File: config.mk
export PLATFORM = sky130hd
export DESIGN_NAME = mc_ctrl_fsm_flat
export DESIGN_NICKNAME = d
export VERILOG_FILES = /design/src/rtl/mc_ctrl_fsm_if.sv /design/src/rtl/mc_ctrl_fsm.sv /design/src/flat_wrapper.sv
export SDC_FILE = /design/constraint.sdc
export NUM_CORES = 1
export LEC_CHECK = 0
export BUFFER_PORTS_ARGS = -buffer_cell sky130_fd_sc_hd__clkbuf_2
export CAP_MARGIN = 30
export CORE_UTILIZATION = 48
export DETAILED_ROUTE_END_ITERATION = 6
export PLACE_DENSITY_LB_ADDON = 0.15
export SLEW_MARGIN = 30
export SYNTH_ARGS = -nofsm -noshare
export SYNTH_HDL_FRONTEND = slang
export SYNTH_SLANG_ARGS = --single-unit
File: constraint.sdc
create_clock -name clk -period 1.9 [get_ports clk]
set_input_delay 0.095 -clock clk [delete_from_list [all_inputs] [get_ports clk]]
set_output_delay 0.095 -clock clk [all_outputs]
set_load 0.02 [all_outputs]
File: src/rtl/mc_ctrl_fsm_if.sv
// Memory handshake bundle between the multi-cycle controller and the shared
// instruction/data memory port.
interface mc_ctrl_fsm_if;
  logic mem_req;
  logic mem_we;
  logic iord;
  logic mem_rdy;

  modport master (
    output mem_req,
    output mem_we,
    output iord,
    input  mem_rdy
  );

  modport slave (
    input  mem_req,
    input  mem_we,
    input  iord,
    output mem_rdy
  );
endinterface

File: src/rtl/mc_ctrl_fsm.sv
// Multi-cycle MIPS control FSM: IF/ID/EX/MEM/WB sequencing with memory handshake.
// Optional illegal-instruction trap enabled by defining MC_CTRL_ILLEGAL_TRAP_EN.
module mc_ctrl_fsm #(
  parameter int ALU_W       = 5,
  parameter int MEM_TIMEOUT = 0,
  parameter int TO_W        = 8
) (
  input  logic             clk,
  input  logic             rst_n,
  mc_ctrl_fsm_if.master    mem,
  input  logic [5:0]       op,
  input  logic [5:0]       funct,
  input  logic             zero,
  output logic             ir_wr,
  output logic             pc_wr,
  output logic [1:0]       pc_src,
  output logic             reg_wr,
  output logic [1:0]       reg_dst,
  output logic [1:0]       mem2reg,
  output logic [1:0]       alu_src_a,
  output logic [1:0]       alu_src_b,
  output logic             ext,
  output logic [ALU_W-1:0] alu_op,
  output logic [2:0]       state,
  output logic             retire,
`ifdef MC_CTRL_ILLEGAL_TRAP_EN
  output logic             illegal,
`endif
  output logic             mem_err
);

  typedef enum logic [2:0] {
    ST_IF   = 3'd0,
    ST_ID   = 3'd1,
    ST_EX   = 3'd2,
    ST_MEM  = 3'd3,
    ST_WB   = 3'd4,
    ST_HALT = 3'd5
  } state_t;

  localparam logic [5:0] OP_R     = 6'h00;
  localparam logic [5:0] OP_J     = 6'h02;
  localparam logic [5:0] OP_BEQ   = 6'h04;
  localparam logic [5:0] OP_BNE   = 6'h05;
  localparam logic [5:0] OP_ADDIU = 6'h09;
  localparam logic [5:0] OP_SLTI  = 6'h0A;
  localparam logic [5:0] OP_SLTIU = 6'h0B;
  localparam logic [5:0] OP_ANDI  = 6'h0C;
  localparam logic [5:0] OP_ORI   = 6'h0D;
  localparam logic [5:0] OP_XORI  = 6'h0E;
  localparam logic [5:0] OP_LUI   = 6'h0F;
  localparam logic [5:0] OP_LW    = 6'h23;
  localparam logic [5:0] OP_SW    = 6'h2B;

  localparam logic [ALU_W-1:0] ALU_ADD  = ALU_W'(0);
  localparam logic [ALU_W-1:0] ALU_SUB  = ALU_W'(1);
  localparam logic [ALU_W-1:0] ALU_SLL  = ALU_W'(2);
  localparam logic [ALU_W-1:0] ALU_SRL  = ALU_W'(3);
  localparam logic [ALU_W-1:0] ALU_SLT  = ALU_W'(4);
  localparam logic [ALU_W-1:0] ALU_AND  = ALU_W'(5);
  localparam logic [ALU_W-1:0] ALU_OR   = ALU_W'(6);
  localparam logic [ALU_W-1:0] ALU_XOR  = ALU_W'(7);
  localparam logic [ALU_W-1:0] ALU_SLTU = ALU_W'(8);
  localparam logic [ALU_W-1:0] ALU_SRA  = ALU_W'(9);
  localparam logic [ALU_W-1:0] ALU_NOR  = ALU_W'(10);

  localparam bit            TO_EN    = (MEM_TIMEOUT != 0);
  localparam logic [TO_W:0] TO_LIMIT = MEM_TIMEOUT[TO_W:0];

  state_t          state_q, state_d;
  logic [TO_W-1:0] wait_q, wait_d;
  logic [TO_W:0]   wait_inc;
  logic [5:0]      op_q, op_d, funct_q, funct_d;
  logic            mem_err_q, mem_err_d;
`ifdef MC_CTRL_ILLEGAL_TRAP_EN
  logic            illegal_q, illegal_d;
`endif

  logic [5:0]       dec_op, dec_funct;
  logic             r_ok, r_shift, i_ok, i_ext;
  logic [ALU_W-1:0] r_alu, i_alu;
  logic [1:0]       i_src_a, i_src_b;
  logic             stall;
  logic             mem_req_c, mem_we_c, iord_c;

  // ID decodes the live IR fields since the latch only holds them from EX on.
  assign dec_op    = (state_q == ST_ID) ? op    : op_q;
  assign dec_funct = (state_q == ST_ID) ? funct : funct_q;

  always_comb begin
    r_ok    = 1'b1;
    r_shift = 1'b0;
    r_alu   = ALU_ADD;
    case (dec_funct)
      6'h00:        begin r_alu = ALU_SLL; r_shift = 1'b1; end
      6'h02:        begin r_alu = ALU_SRL; r_shift = 1'b1; end
      6'h03:        begin r_alu = ALU_SRA; r_shift = 1'b1; end
      6'h20, 6'h21: r_alu = ALU_ADD;
      6'h22, 6'h23: r_alu = ALU_SUB;
      6'h24:        r_alu = ALU_AND;
      6'h25:        r_alu = ALU_OR;
      6'h26:        r_alu = ALU_XOR;
      6'h27:        r_alu = ALU_NOR;
      6'h2A:        r_alu = ALU_SLT;
      6'h2B:        r_alu = ALU_SLTU;
      default:      r_ok = 1'b0;
    endcase
  end

  always_comb begin
    i_ok    = 1'b1;
    i_alu   = ALU_ADD;
    i_ext   = 1'b0;
    i_src_a = 2'b00;
    i_src_b = 2'b10;
    case (dec_op)
      OP_R: begin
        i_ok    = r_ok;
        i_alu   = r_alu;
        i_src_b = r_shift ? 2'b01 : 2'b00;
      end
      OP_ADDIU, OP_LW, OP_SW: i_alu = ALU_ADD;
      OP_SLTI:  begin i_alu = ALU_SLT; i_ext = 1'b1; end
      OP_SLTIU: i_alu = ALU_SLTU;
      OP_ANDI:  i_alu = ALU_AND;
      OP_ORI:   i_alu = ALU_OR;
      OP_XORI:  i_alu = ALU_XOR;
      OP_LUI:   begin i_alu = ALU_SLL; i_src_a = 2'b01; end
      OP_BEQ, OP_BNE: begin
        i_alu   = ALU_SUB;
        i_src_b = 2'b00;
        i_ext   = 1'b1;
      end
      OP_J:     i_src_b = 2'b00;
      default:  i_ok = 1'b0;
    endcase
  end

  always_comb begin
    state_d   = state_q;
    op_d      = op_q;
    funct_d   = funct_q;
    mem_err_d = mem_err_q;
`ifdef MC_CTRL_ILLEGAL_TRAP_EN
    illegal_d = illegal_q;
`endif
    wait_d    = wait_q;
    wait_inc  = {1'b0, wait_q} + 1'b1;
    stall     = 1'b0;
    mem_req_c = 1'b0;
    mem_we_c  = 1'b0;
    iord_c    = 1'b0;
    ir_wr     = 1'b0;
    pc_wr     = 1'b0;
    pc_src    = 2'b00;
    reg_wr    = 1'b0;
    reg_dst   = 2'b00;
    mem2reg   = 2'b00;
    alu_src_a = 2'b00;
    alu_src_b = 2'b00;
    ext       = 1'b0;
    alu_op    = ALU_ADD;
    retire    = 1'b0;

    case (state_q)
      ST_IF: begin
        mem_req_c = 1'b1;
        if (mem.mem_rdy) begin
          ir_wr   = 1'b1;
          pc_wr   = 1'b1;
          state_d = ST_ID;
        end else begin
          stall = 1'b1;
        end
      end
      ST_ID: begin
        op_d    = op;
        funct_d = funct;
        if (op == OP_J) begin
          pc_wr   = 1'b1;
          pc_src  = 2'b10;
          retire  = 1'b1;
          state_d = ST_IF;
        end else if (i_ok) begin
          state_d = ST_EX;
        end else begin
`ifdef MC_CTRL_ILLEGAL_TRAP_EN
          illegal_d = 1'b1;
          state_d   = ST_HALT;
`else
          retire  = 1'b1;
          state_d = ST_IF;
`endif
        end
      end
      ST_EX: begin
        alu_op    = i_alu;
        alu_src_a = i_src_a;
        alu_src_b = i_src_b;
        ext       = i_ext;
        case (op_q)
          OP_BEQ, OP_BNE: begin
            pc_wr   = (op_q == OP_BEQ) ? zero : ~zero;
            pc_src  = 2'b01;
            retire  = 1'b1;
            state_d = ST_IF;
          end
          OP_LW, OP_SW: state_d = ST_MEM;
          default:      state_d = ST_WB;
        endcase
      end
      ST_MEM: begin
        mem_req_c = 1'b1;
        iord_c    = 1'b1;
        mem_we_c  = (op_q == OP_SW);
        if (mem.mem_rdy) begin
          if (op_q == OP_SW) begin
            retire  = 1'b1;
            state_d = ST_IF;
          end else begin
            state_d = ST_WB;
          end
        end else begin
          stall = 1'b1;
        end
      end
      ST_WB: begin
        reg_wr  = 1'b1;
        retire  = 1'b1;
        reg_dst = {1'b0, op_q == OP_R};
        mem2reg = {1'b0, op_q == OP_LW};
        state_d = ST_IF;
      end
      default: state_d = ST_HALT;
    endcase

    // Counter saturates so the unlimited-timeout build never wraps.
    if (stall) begin
      if (wait_q != {TO_W{1'b1}}) wait_d = wait_inc[TO_W-1:0];
      if (TO_EN && (wait_inc == TO_LIMIT)) begin
        mem_err_d = 1'b1;
        state_d   = ST_HALT;
      end
    end
    if ((state_d != state_q) && ((state_d == ST_IF) || (state_d == ST_MEM)))
      wait_d = '0;

    if (!rst_n) begin
      mem_req_c = 1'b0;
      mem_we_c  = 1'b0;
      ir_wr     = 1'b0;
      pc_wr     = 1'b0;
      reg_wr    = 1'b0;
      retire    = 1'b0;
    end
  end

  always_ff @(posedge clk or negedge rst_n) begin
    if (!rst_n) begin
      state_q   <= ST_IF;
      wait_q    <= '0;
      op_q      <= '0;
      funct_q   <= '0;
      mem_err_q <= 1'b0;
`ifdef MC_CTRL_ILLEGAL_TRAP_EN
      illegal_q <= 1'b0;
`endif
    end else begin
      state_q   <= state_d;
      wait_q    <= wait_d;
      op_q      <= op_d;
      funct_q   <= funct_d;
      mem_err_q <= mem_err_d;
`ifdef MC_CTRL_ILLEGAL_TRAP_EN
      illegal_q <= illegal_d;
`endif
    end
  end

  assign mem.mem_req = mem_req_c;
  assign mem.mem_we  = mem_we_c;
  assign mem.iord    = iord_c;
  assign state       = state_q;
  assign mem_err     = mem_err_q;
`ifdef MC_CTRL_ILLEGAL_TRAP_EN
  assign illegal     = illegal_q;
`endif

endmodule
File: src/flat_wrapper.sv
// flat-port wrapper written by rule: the top's interface ports become plain ports
module mc_ctrl_fsm_flat 
#(
  parameter int ALU_W       = 5,
  parameter int MEM_TIMEOUT = 0,
  parameter int TO_W        = 8
)
  (clk, rst_n, op, funct, zero, ir_wr, pc_wr, pc_src, reg_wr, reg_dst, mem2reg, alu_src_a, alu_src_b, ext, alu_op, state, retire, mem_err, mem_mem_req, mem_mem_we, mem_iord, mem_mem_rdy);
  mc_ctrl_fsm_if mem_i ();
  input  logic clk;
  input  logic rst_n;
  input  logic [5:0] op;
  input  logic [5:0] funct;
  input  logic zero;
  output logic ir_wr;
  output logic pc_wr;
  output logic [1:0] pc_src;
  output logic reg_wr;
  output logic [1:0] reg_dst;
  output logic [1:0] mem2reg;
  output logic [1:0] alu_src_a;
  output logic [1:0] alu_src_b;
  output logic ext;
  output logic [ALU_W-1:0] alu_op;
  output logic [2:0] state;
  output logic retire;
  output logic mem_err;
  output wire logic [$bits(mem_i.mem_req)-1:0] mem_mem_req;
  output wire logic [$bits(mem_i.mem_we)-1:0] mem_mem_we;
  output wire logic [$bits(mem_i.iord)-1:0] mem_iord;
  input wire logic [$bits(mem_i.mem_rdy)-1:0] mem_mem_rdy;
  assign mem_mem_req = mem_i.mem_req;
  assign mem_mem_we = mem_i.mem_we;
  assign mem_iord = mem_i.iord;
  assign mem_i.mem_rdy = mem_mem_rdy;
  mc_ctrl_fsm #(.ALU_W(ALU_W), .MEM_TIMEOUT(MEM_TIMEOUT), .TO_W(TO_W)) u_core (.clk(clk), .rst_n(rst_n), .mem(mem_i), .op(op), .funct(funct), .zero(zero), .ir_wr(ir_wr), .pc_wr(pc_wr), .pc_src(pc_src), .reg_wr(reg_wr), .reg_dst(reg_dst), .mem2reg(mem2reg), .alu_src_a(alu_src_a), .alu_src_b(alu_src_b), .ext(ext), .alu_op(alu_op), .state(state), .retire(retire), .mem_err(mem_err));
endmodule
-- Yosys cells after proc, flatten, opt, wreduce, memory -nomap -nowiden
Index checks and enable logic that the tools add are counted.
- bitwise operators: 1
- reductions and logical operators: 15
- eq/ne operators: 35
- muxes and demuxes: 49
- operators with widths (kind ; number):
    $eq A6 B6 Y1 const B ; 14
    $eq A6 B4 Y1 const B ; 7
    $pmux W4 S10 ; 1
    $pmux W4 S8 ; 1
    $mux W1 ; 30
    $eq A6 B2 Y1 const B ; 4
    $eq A6 B3 Y1 const B ; 4
    $logic_not A6 Y1 ; 3
    $pmux W3 S5 ; 1
    $reduce_or A13 Y1 ; 1
    $mux W3 ; 4
    $mux W6 ; 2
    $reduce_or A12 Y1 ; 1
    $reduce_or A2 Y1 ; 5
    $reduce_or A3 Y1 ; 3
    $pmux W2 S2 ; 2
    $eq A3 B2 Y1 const B ; 2
    $mux W2 ; 3
    $pmux W3 S2 ; 1
    $mux W4 ; 1
    $ne A2 B2 Y1 const B ; 2
    $pmux W1 S4 ; 1
    $eq A3 B1 Y1 const B ; 1
    $eq A3 B3 Y1 const B ; 1
    other kinds (5) ; 5
- register bits: 15
- logic and storage cells: 103
- output and inout port bits: 27
- input port bits: 16

-- Depth between registers and ports, before layout
Gate-level depths: netlist (run 1).
- depth after elaboration: 10
- gate-level depth with buffers: 7
- depth with buffers taken out: 6

-- Worst setup path after synthesis (run 1)
OpenSTA, ideal clock, no wires.
- kind: flip-flop to output port
- start point: reg u_core.state_q[0], in the netlist u_core.state[0]
- end point: out alu_op[1]
- required time: 1805 ps
- cell stages (with the launch flop): 6
- arrival time: 2043 ps
- buffers on the path: 0
- path slack: -238 ps
- cell sequence: dfrtp_1 > nor3b_4 > mux2_2 > o211ai_1 > o2111ai_1 > a21oi_1
- elaborated cells between the ends (all ways): 29
- classes of those cells: eq/ne (20); mux (5); reduce/logical (4)
- RTL lines (element ; RTL line ; RTL):
    start: declaration ; mc_ctrl_fsm.sv:70 ; state_t state_q, state_d;
    start signal: assignment ; mc_ctrl_fsm.sv:269 ; state_q <= state_d;
    $eq A3 B1 Y1 * ; mc_ctrl_fsm.sv:87 ; assign dec_op = (state_q == ST_ID) ? op : op_q;
    $mux W6 * ; - ;
    via u_core.dec_op[3] ; mc_ctrl_fsm.sv:79 ; logic [5:0] dec_op, dec_funct;
    $eq A6 B3 Y1 ; mc_ctrl_fsm.sv:116 ; case (dec_op)
    $reduce_or A2 Y1 ; - ;
    $pmux W4 S8 * ; mc_ctrl_fsm.sv:116 ;
    $mux W4 * ; mc_ctrl_fsm.sv:165 ; case (state_q)
    end: declaration ; flat_wrapper.sv:24 ; output logic [ALU_W-1:0] alu_op;
Mark *: on every way through the listed nets, which the timed path passes. The rest lies on a longest branch.

-- Worst setup path in the final report (run 1)
- start point: reg u_core.state_q[2], in the netlist u_core.state[2]
- end point: out alu_op[0]
Same word-level chain as after synthesis.

==> impl_results.md, run 1 <==
* Worst-Skew Late Latency at 0.30 ns
* Tmin final at between 2 and 2.5 ns
* Htree depth at 1
* Clk sink count at 15
* Max cap viols at 0
* Slew margin rel. at 65.4%
* Antenna fix cells at 0
* Num CTS Buffers at 3
* Worst Hold Class: in2reg
* Final worst-path cycle share at 127%
* Placeable Area at ~0.0031 sq mm
* Slew Viols, Final at 0
* Yosys warns at 0
* Pwr dens at between 200 and 300 mW/mm^2
* Worst Path Max Fanout at 5
* Achievable frequency at about 0.41 GHz
* RSZ-0062 raised after global routing: yes
* Max clock buf depth at 2
* Post-synth EDFFs at 0
* Worst hold stages at 3
* Type of origin of the critical path: register
* Avg Cell Area, Syn at ~7.2 sq um
* Io pins at between 40 and 50
* Slew of the pin with the lowest slew margin at just over 0.5 ns
* Status: finished with violations
* Initial DRC count at between 150 and 200
* GPL Wtd Cong at roughly 0.9
* Primary FF master, synth: dfrtp_1
* Rows at 20
* Largest net degree at the start of global routing at 23
* Max Used Layer: met4
* Clock skew at roughly 0.0033 ns
* Placed cell areas at about 0.002 sq mm
* FFs w/ async S/R, synth at between 90% and 100%
* CP Capture Type: primary output
* First-pass GRT wire length at 7760 um
* Routed met2 length at approximately 2600 um
* WS Path Type: reg2out
* Setup violations, final at 11
* Area Overhead vs Synth at 51.8%
* GRT overflow at 0
* DP HPWL at between 3000 and 4000 um
* Commonest non-fill, non-tap cells in the layout: 36 x buf_4, 35 x nand2_1, 25 x clkbuf_2
* Worst setup margin at -0.519 ns
* Vias per cell at roughly 5.8
* Failing checks: setup timing
* IR drop worst, VDD at around 0.32 mV
* DRT antenna net count at 0
* Finished Layout Cells at roughly 330
* Initial core utilization at roughly half
* Total iterations of the first detailed-routing run at 5
* Fin nets at about 310
* DRC viols at 0
* Clk root buf: clkbuf_4
* Synth Register Bits at 15
* Lkg Pwr at ~1.1 nW
* Placed Cells at around 320
* Total Wirelength at between 5000 and 6000 um
* Synthesized area at 0.00161 sq mm
* Fill count at between 200 and 250
* Worst Path Required at ~1.8 ns
* Wirelength per Cell at approximately 16 um
* Routed met1 length at around 2300 um
* Most common cell after layout, fill and taps aside: buf_4
* Die H at between 50 and 60 um
* Reg2Reg Depth at 9
* I/O Buffers at 37
* Die ar. at ~0.0036 sq mm
* Final Hold Vio Count at 0
* Vias in the first global route at between 1500 and 2000
* Vias at 1946
* Design Area, Final at approximately 0.0024 sq mm
* Gr usage total at roughly 29%
* Cells after synthesis at about 220
* DR WL met3 at between 300 and 400 um
* Proportion of layout cells with a drive suffix above 1 at 42.2%
* PnR Total Power at roughly 620 uW
* Clock transition at the registers of the reported paths at approximately 0.1 ns
* CTS tree: yes
* Initial antenna violation count at 0
* Sequential area share after synthesis at a little under a quarter
* Library cells used by synthesis at 52
* CP arrival at 2.32 ns
* Die Wd at approximately 60 um
worst paths after layout:
path                                              from                           to  slack (ns)
min reg2reg                u_core.funct_q[4]$_DFF_PN0_  u_core.funct_q[4]$_DFF_PN0_        0.51
max reg2reg                u_core.state[0]$_DFFE_PN0P_  u_core.state[1]$_DFFE_PN0P_        0.06
max in group asynchronous                        rst_n     u_core.op_q[2]$_DFF_PN0_        1.24
min in group asynchronous                        rst_n     u_core.op_q[4]$_DFF_PN0_        0.29
max                        u_core.state[2]$_DFFE_PN0P_                    alu_op[0]       -0.52
min                                           funct[4]  u_core.funct_q[4]$_DFF_PN0_        0.05
critical path, stage by stage (launching register included):
cell and delay [ns]:
dfrtp_2 0.44, buf_6 0.13, nor3b_4 0.20, buf_6 0.17, mux2_4 0.31, o211ai_1 0.20
o2111ai_2 0.23, nor2_2 0.20, clkbuf_8 0.16
registers in the layout (all words and copies together), names as in the netlist:
name,flops
u_core.funct_q,6
u_core.op_q,6
u_core.state,3
layout make-up:
type	count	area, sq um	area share, %
inverters	10	37.5	1.54
well taps	44	55.1	2.26
repair buffers	82	661	27.1
multi-input cells	178	1270	52.3
flip-flops and latches	15	382	15.6
clock inverters	1	7.51	0.308
clock buffers	3	22.5	0.923
per-stage QoR:
stage               hold slack (ns)  setup TNS, ns  worst slack [ns]  utilization (%)
floorplan                    -0.201         -0.474           -0.0784                -
global placement             0.0792         -0.948            -0.165             65.6
detailed placement           0.0769          -1.25            -0.205             65.6
CTS                          0.0303          -4.36            -0.524             74.5
global route                 0.0382          -5.09            -0.601             78.6
finish                       0.0453          -4.02            -0.519             78.6
repair_timing:
action                                  in CTS  in global routing
buffers inserted                            11                  2
endpoints found under the hold margin       15                  0
gates cloned                                 1                  0
endpoints found under the setup margin      12                 16
resized for setup                           35                 33
pin swaps                                    9                  8
hold buffers                                 1                  0
logic make-up after synthesis:
logic type | synth area share (%)
flip-flops | 23.3
buffers and inverters | 9.18
AO/OA/AOI/OAI | 25.5
XOR/XNOR | 2.18
other | 0.233
multiplexers | 3.81
AND/OR/NAND/NOR | 35.7
Yosys cell counts (2+ instances only):
library cell | n | share of area [%]
and3_1 | 4 | 1.6
buf_4 | 5 | 2.3
clkbuf_1 | 13 | 3.0
inv_1 | 10 | 2.3
nand3b_1 | 5 | 2.3
dfrtp_1 | 15 | 23
o221ai_1 | 2 | 1.1
o2111ai_1 | 2 | 1.1
o32a_1 | 2 | 1.2
a21oi_1 | 11 | 3.4
nand3_1 | 7 | 2.2
nor4_1 | 2 | 0.78
nor2b_1 | 7 | 2.7
o311ai_0 | 2 | 1.1
o22ai_1 | 3 | 1.2
nand2_1 | 39 | 9.1
and4_1 | 2 | 1.1
nand4_1 | 3 | 1.2
and3b_1 | 2 | 1.1
a211o_1 | 2 | 1.1
a41oi_1 | 2 | 1.1
xor2_1 | 4 | 2.2
nor2_1 | 13 | 3.0
buf_2 | 4 | 1.2
mux2i_1 | 5 | 3.1
o21ai_0 | 10 | 3.1
nand2b_1 | 8 | 3.1
nor3_1 | 8 | 2.5
o211ai_1 | 7 | 3.3
metal layers:
layer | track usage (%) | vias to the layer above
li1 | - | 930
met1 | 37.7 | 907
met2 | 49.7 | 98
met3 | 2.81 | 11
met4 | 10.3 | 0
met5 | 0 | -
where the power goes:
group          switching, mW  internal [mW]
combinational         0.0648         0.0343
sequential                 0          0.319
clock                  0.121         0.0803
(Power assumes the default switching activity.)
==> run 2, diff against run 1 <==
--- a/config.mk
+++ b/config.mk
@@ -5,9 +5,10 @@
 export SDC_FILE = /design/constraint.sdc
 export NUM_CORES = 1
 export LEC_CHECK = 0
+export ABC_AREA = 1
 export BUFFER_PORTS_ARGS = -buffer_cell sky130_fd_sc_hd__clkbuf_2
 export CAP_MARGIN = 30
-export CORE_UTILIZATION = 48
+export CORE_UTILIZATION = 45
 export DETAILED_ROUTE_END_ITERATION = 6
 export PLACE_DENSITY_LB_ADDON = 0.15
 export SLEW_MARGIN = 30
==> run 2 against run 1 <==
The flow still finishes with violations (setup timing); core utilization shrank 4.1 points; setup slack better by 0.11 ns; non-clock buffer count down 7; register-to-register slack better by 0.05 ns; critical path depth rose by 5; wire length down 32%; critical path type unchanged.
==> impl_results.md, run 2 <==
* Largest net degree at the start of global routing at 16
* Wirelength per Cell at around 11 um
* Die H at 55.8 um
* Library cells used by synthesis at 29
* Commonest non-fill, non-tap cells in the layout: 42 x buf_4, 41 x nand2_1, 28 x inv_1, 27 x nor2_1, 25 x clkbuf_2
* I/O Buffers at 37
* Clock skew at roughly 0.0067 ns
* Most frequent cells after synthesis: 54 x nand2_1, 33 x nor2_1, 30 x inv_1
* Total Wirelength at ~3600 um
* Post-synth top area share at a little under 30%
* Finished Layout Cells at 317
* Io pins at 43
* Vias at 1557
* WS Path Type: reg2out
* Reg2Reg Depth at 11
* Synthesized area at 0.00130 sq mm
* Placed cell areas at around 0.0018 sq mm
* Vias per cell at 4.91
* Status: finished with violations
* Pwr dens at approximately 1900 mW/mm^2
* Rows at 19
* Clk sink count at 15
* FFs w/ async S/R, synth at between 90% and 100%
* DRT antenna net count at 0
* Pre-CTS setup slack at -0.174 ns
* Max cap viols at 0
* Most common cell after layout, fill and taps aside: buf_4
* Avg Cell Area, Syn at around 6.2 sq um
* GPL Wtd Cong at just under 0.9
* Final worst-path cycle share at 122%
* CTS tree: yes
* Total iterations of the first detailed-routing run at 4
* Antenna fix cells at 0
* Worst Path Max Fanout at 13
* CP Capture Type: primary output
* Synth Register Bits at 15
* CP arrival at approximately 2.2 ns
* Placed Cells at around 310
* Proportion of layout cells with a drive suffix above 1 at 48.3%
* Most numerous cell in the Yosys netlist: nand2_1
* Failing checks: setup timing
* Sequential area share after synthesis at 28.8%
* First-pass GRT wire length at 5920 um
* Placeable Area at roughly 0.0028 sq mm
* Clock transition at the registers of the reported paths at 0.10 ns
* Initial antenna violation count at 0
* Max clock buf depth at 2
* IR drop worst, VDD at around 1.4 mV
* Initial DRC count at 38
* Final Hold Vio Count at 0
* Area Overhead vs Synth at 57.9%
* Achievable frequency at approximately 0.43 GHz
* Vias in the first global route at 1358
* DRC viols at 0
* Slew Viols, Final at 0
* Design Area, Final at 0.00205 sq mm
* Htree depth at 1
* Initial core utilization at between 40% and 50%
* Worst-Skew Late Latency at 0.29 ns
* Setup violations, final at 9
* Worst hold stages at 3
* RSZ-0062 raised after global routing: yes
* Final Util at 74.5%
* Num CTS Buffers at 3
* Worst Hold Class: in2reg
* Type of origin of the critical path: register
* Post-synth EDFFs at 0
* Die Wd at roughly 56 um
* Yosys warns at 0
* Primary FF master, synth: dfrtp_1
* Worst Path Required at 1.80 ns
* DP HPWL at 2680 um
* Yosys top cell by area: dfrtp_1
* Cells after synthesis at 210
* Top post-synthesis cells by area: dfrtp_1 29%, nand2_1 16%, nor2_1 9.5%
* Tmin final at between 2 and 2.5 ns
* Lkg Pwr at approximately 1.1 nW
* Fin nets at roughly 300
* Gr usage total at approximately 24%
* Die ar. at about 0.0031 sq mm
* GRT overflow at 0
* Worst setup margin at -0.410 ns
* Clk root buf: clkbuf_4
run 2: cell count changes in the layout (fill, tap and decap cells not counted), moves of 7 or more:
cell,before,now
inv_1,9,28
nor2_1,10,27
nand2_2,2,14
nand2b_1,8,0
nand3_1,6,14
buf_6,10,3
inv_2,1,8
run 2: cell type report:
type	count	area (sq um)
Clock buffer	3	22.5
Timing Repair Buffer	75	538
Sequential cell	15	379
Clock inverter	1	5.00
Tap cell	31	38.8
Inverter	37	141
Fill cell	244	703
Multi-Input combinational cell	155	930
run 2: worst paths after layout:
kind	slack (ns)	end	from
setup / recovery	-0.41	retire	u_core.state[1]$_DFFE_PN0P_
hold / removal	0.09	u_core.funct_q[2]$_DFF_PN0_	funct[2]
setup reg to reg	0.11	u_core.state[1]$_DFFE_PN0P_	u_core.state[1]$_DFFE_PN0P_
hold reg to reg	0.55	u_core.funct_q[2]$_DFF_PN0_	u_core.funct_q[2]$_DFF_PN0_
max in group asynchronous	1.42	u_core.state[0]$_DFFE_PN0P_	rst_n
min in group asynchronous	0.29	u_core.funct_q[1]$_DFF_PN0_	rst_n
run 2: metrics by stage:
step,hold WS (ns),setup TNS (ns),power [mW]
after floorplan,-0.201,-0.0449,2.18
after global placement,0.0654,-0.189,3.06
after detailed placement,0.0658,-0.187,3.09
after CTS,0.0802,-2.29,3.55
after global routing,0.0978,-3.32,4.20
final,0.0885,-2.13,3.87
run 2: routing by layer:
| metal | wire (um) | share of wire (%) | track usage [%] | vias to the layer above |
|---|---|---|---|---|
| met5 | 0 | 0 | 0 | - |
| met2 | 1710 | 47 | 38.7 | 32 |
| met3 | 106 | 2.9 | 2.56 | 4 |
| met1 | 1790 | 49 | 33.8 | 710 |
| met4 | 28 | 0.77 | 7.50 | 0 |
| li1 | - | - | - | 811 |
run 2: critical path: stages (launching register included):
cell and delay (ns):
dfrtp_2 0.42, inv_2 0.08, nand3_4 0.09, buf_12 0.16
o21ai_4 0.25, nor2_1 0.11, nand2_1 0.08, nand2_1 0.07
nor3_2 0.17, nand2_1 0.08, nand2_1 0.07, nand2_2 0.07
a21oi_4 0.14, buf_8 0.12
run 2: logic make-up after synthesis:
family	after synthesis	synth area share, %
xor+xnor	1	0.673
flops	15	28.8
simple gates	128	44.1
buf+inv	44	15.3
other cells	1	0.288
compound gates	21	10.8
run 2: power breakdown:
part / switching [mW] / total (mW) / internal [mW]
combinational: 1.80 / 3.09 / 1.29
sequential: 0.0980 / 0.584 / 0.486
clock: 0.113 / 0.191 / 0.0782
run 2: repair_timing:
item                                   4_1_cts  5_1_grt
setup endpoints to repair                   10       13
gates resized for setup                     27       44
endpoints found under the hold margin       15        0
hold buffers                                 1        0
setup buffers                                2        1
pin swaps                                    5        9
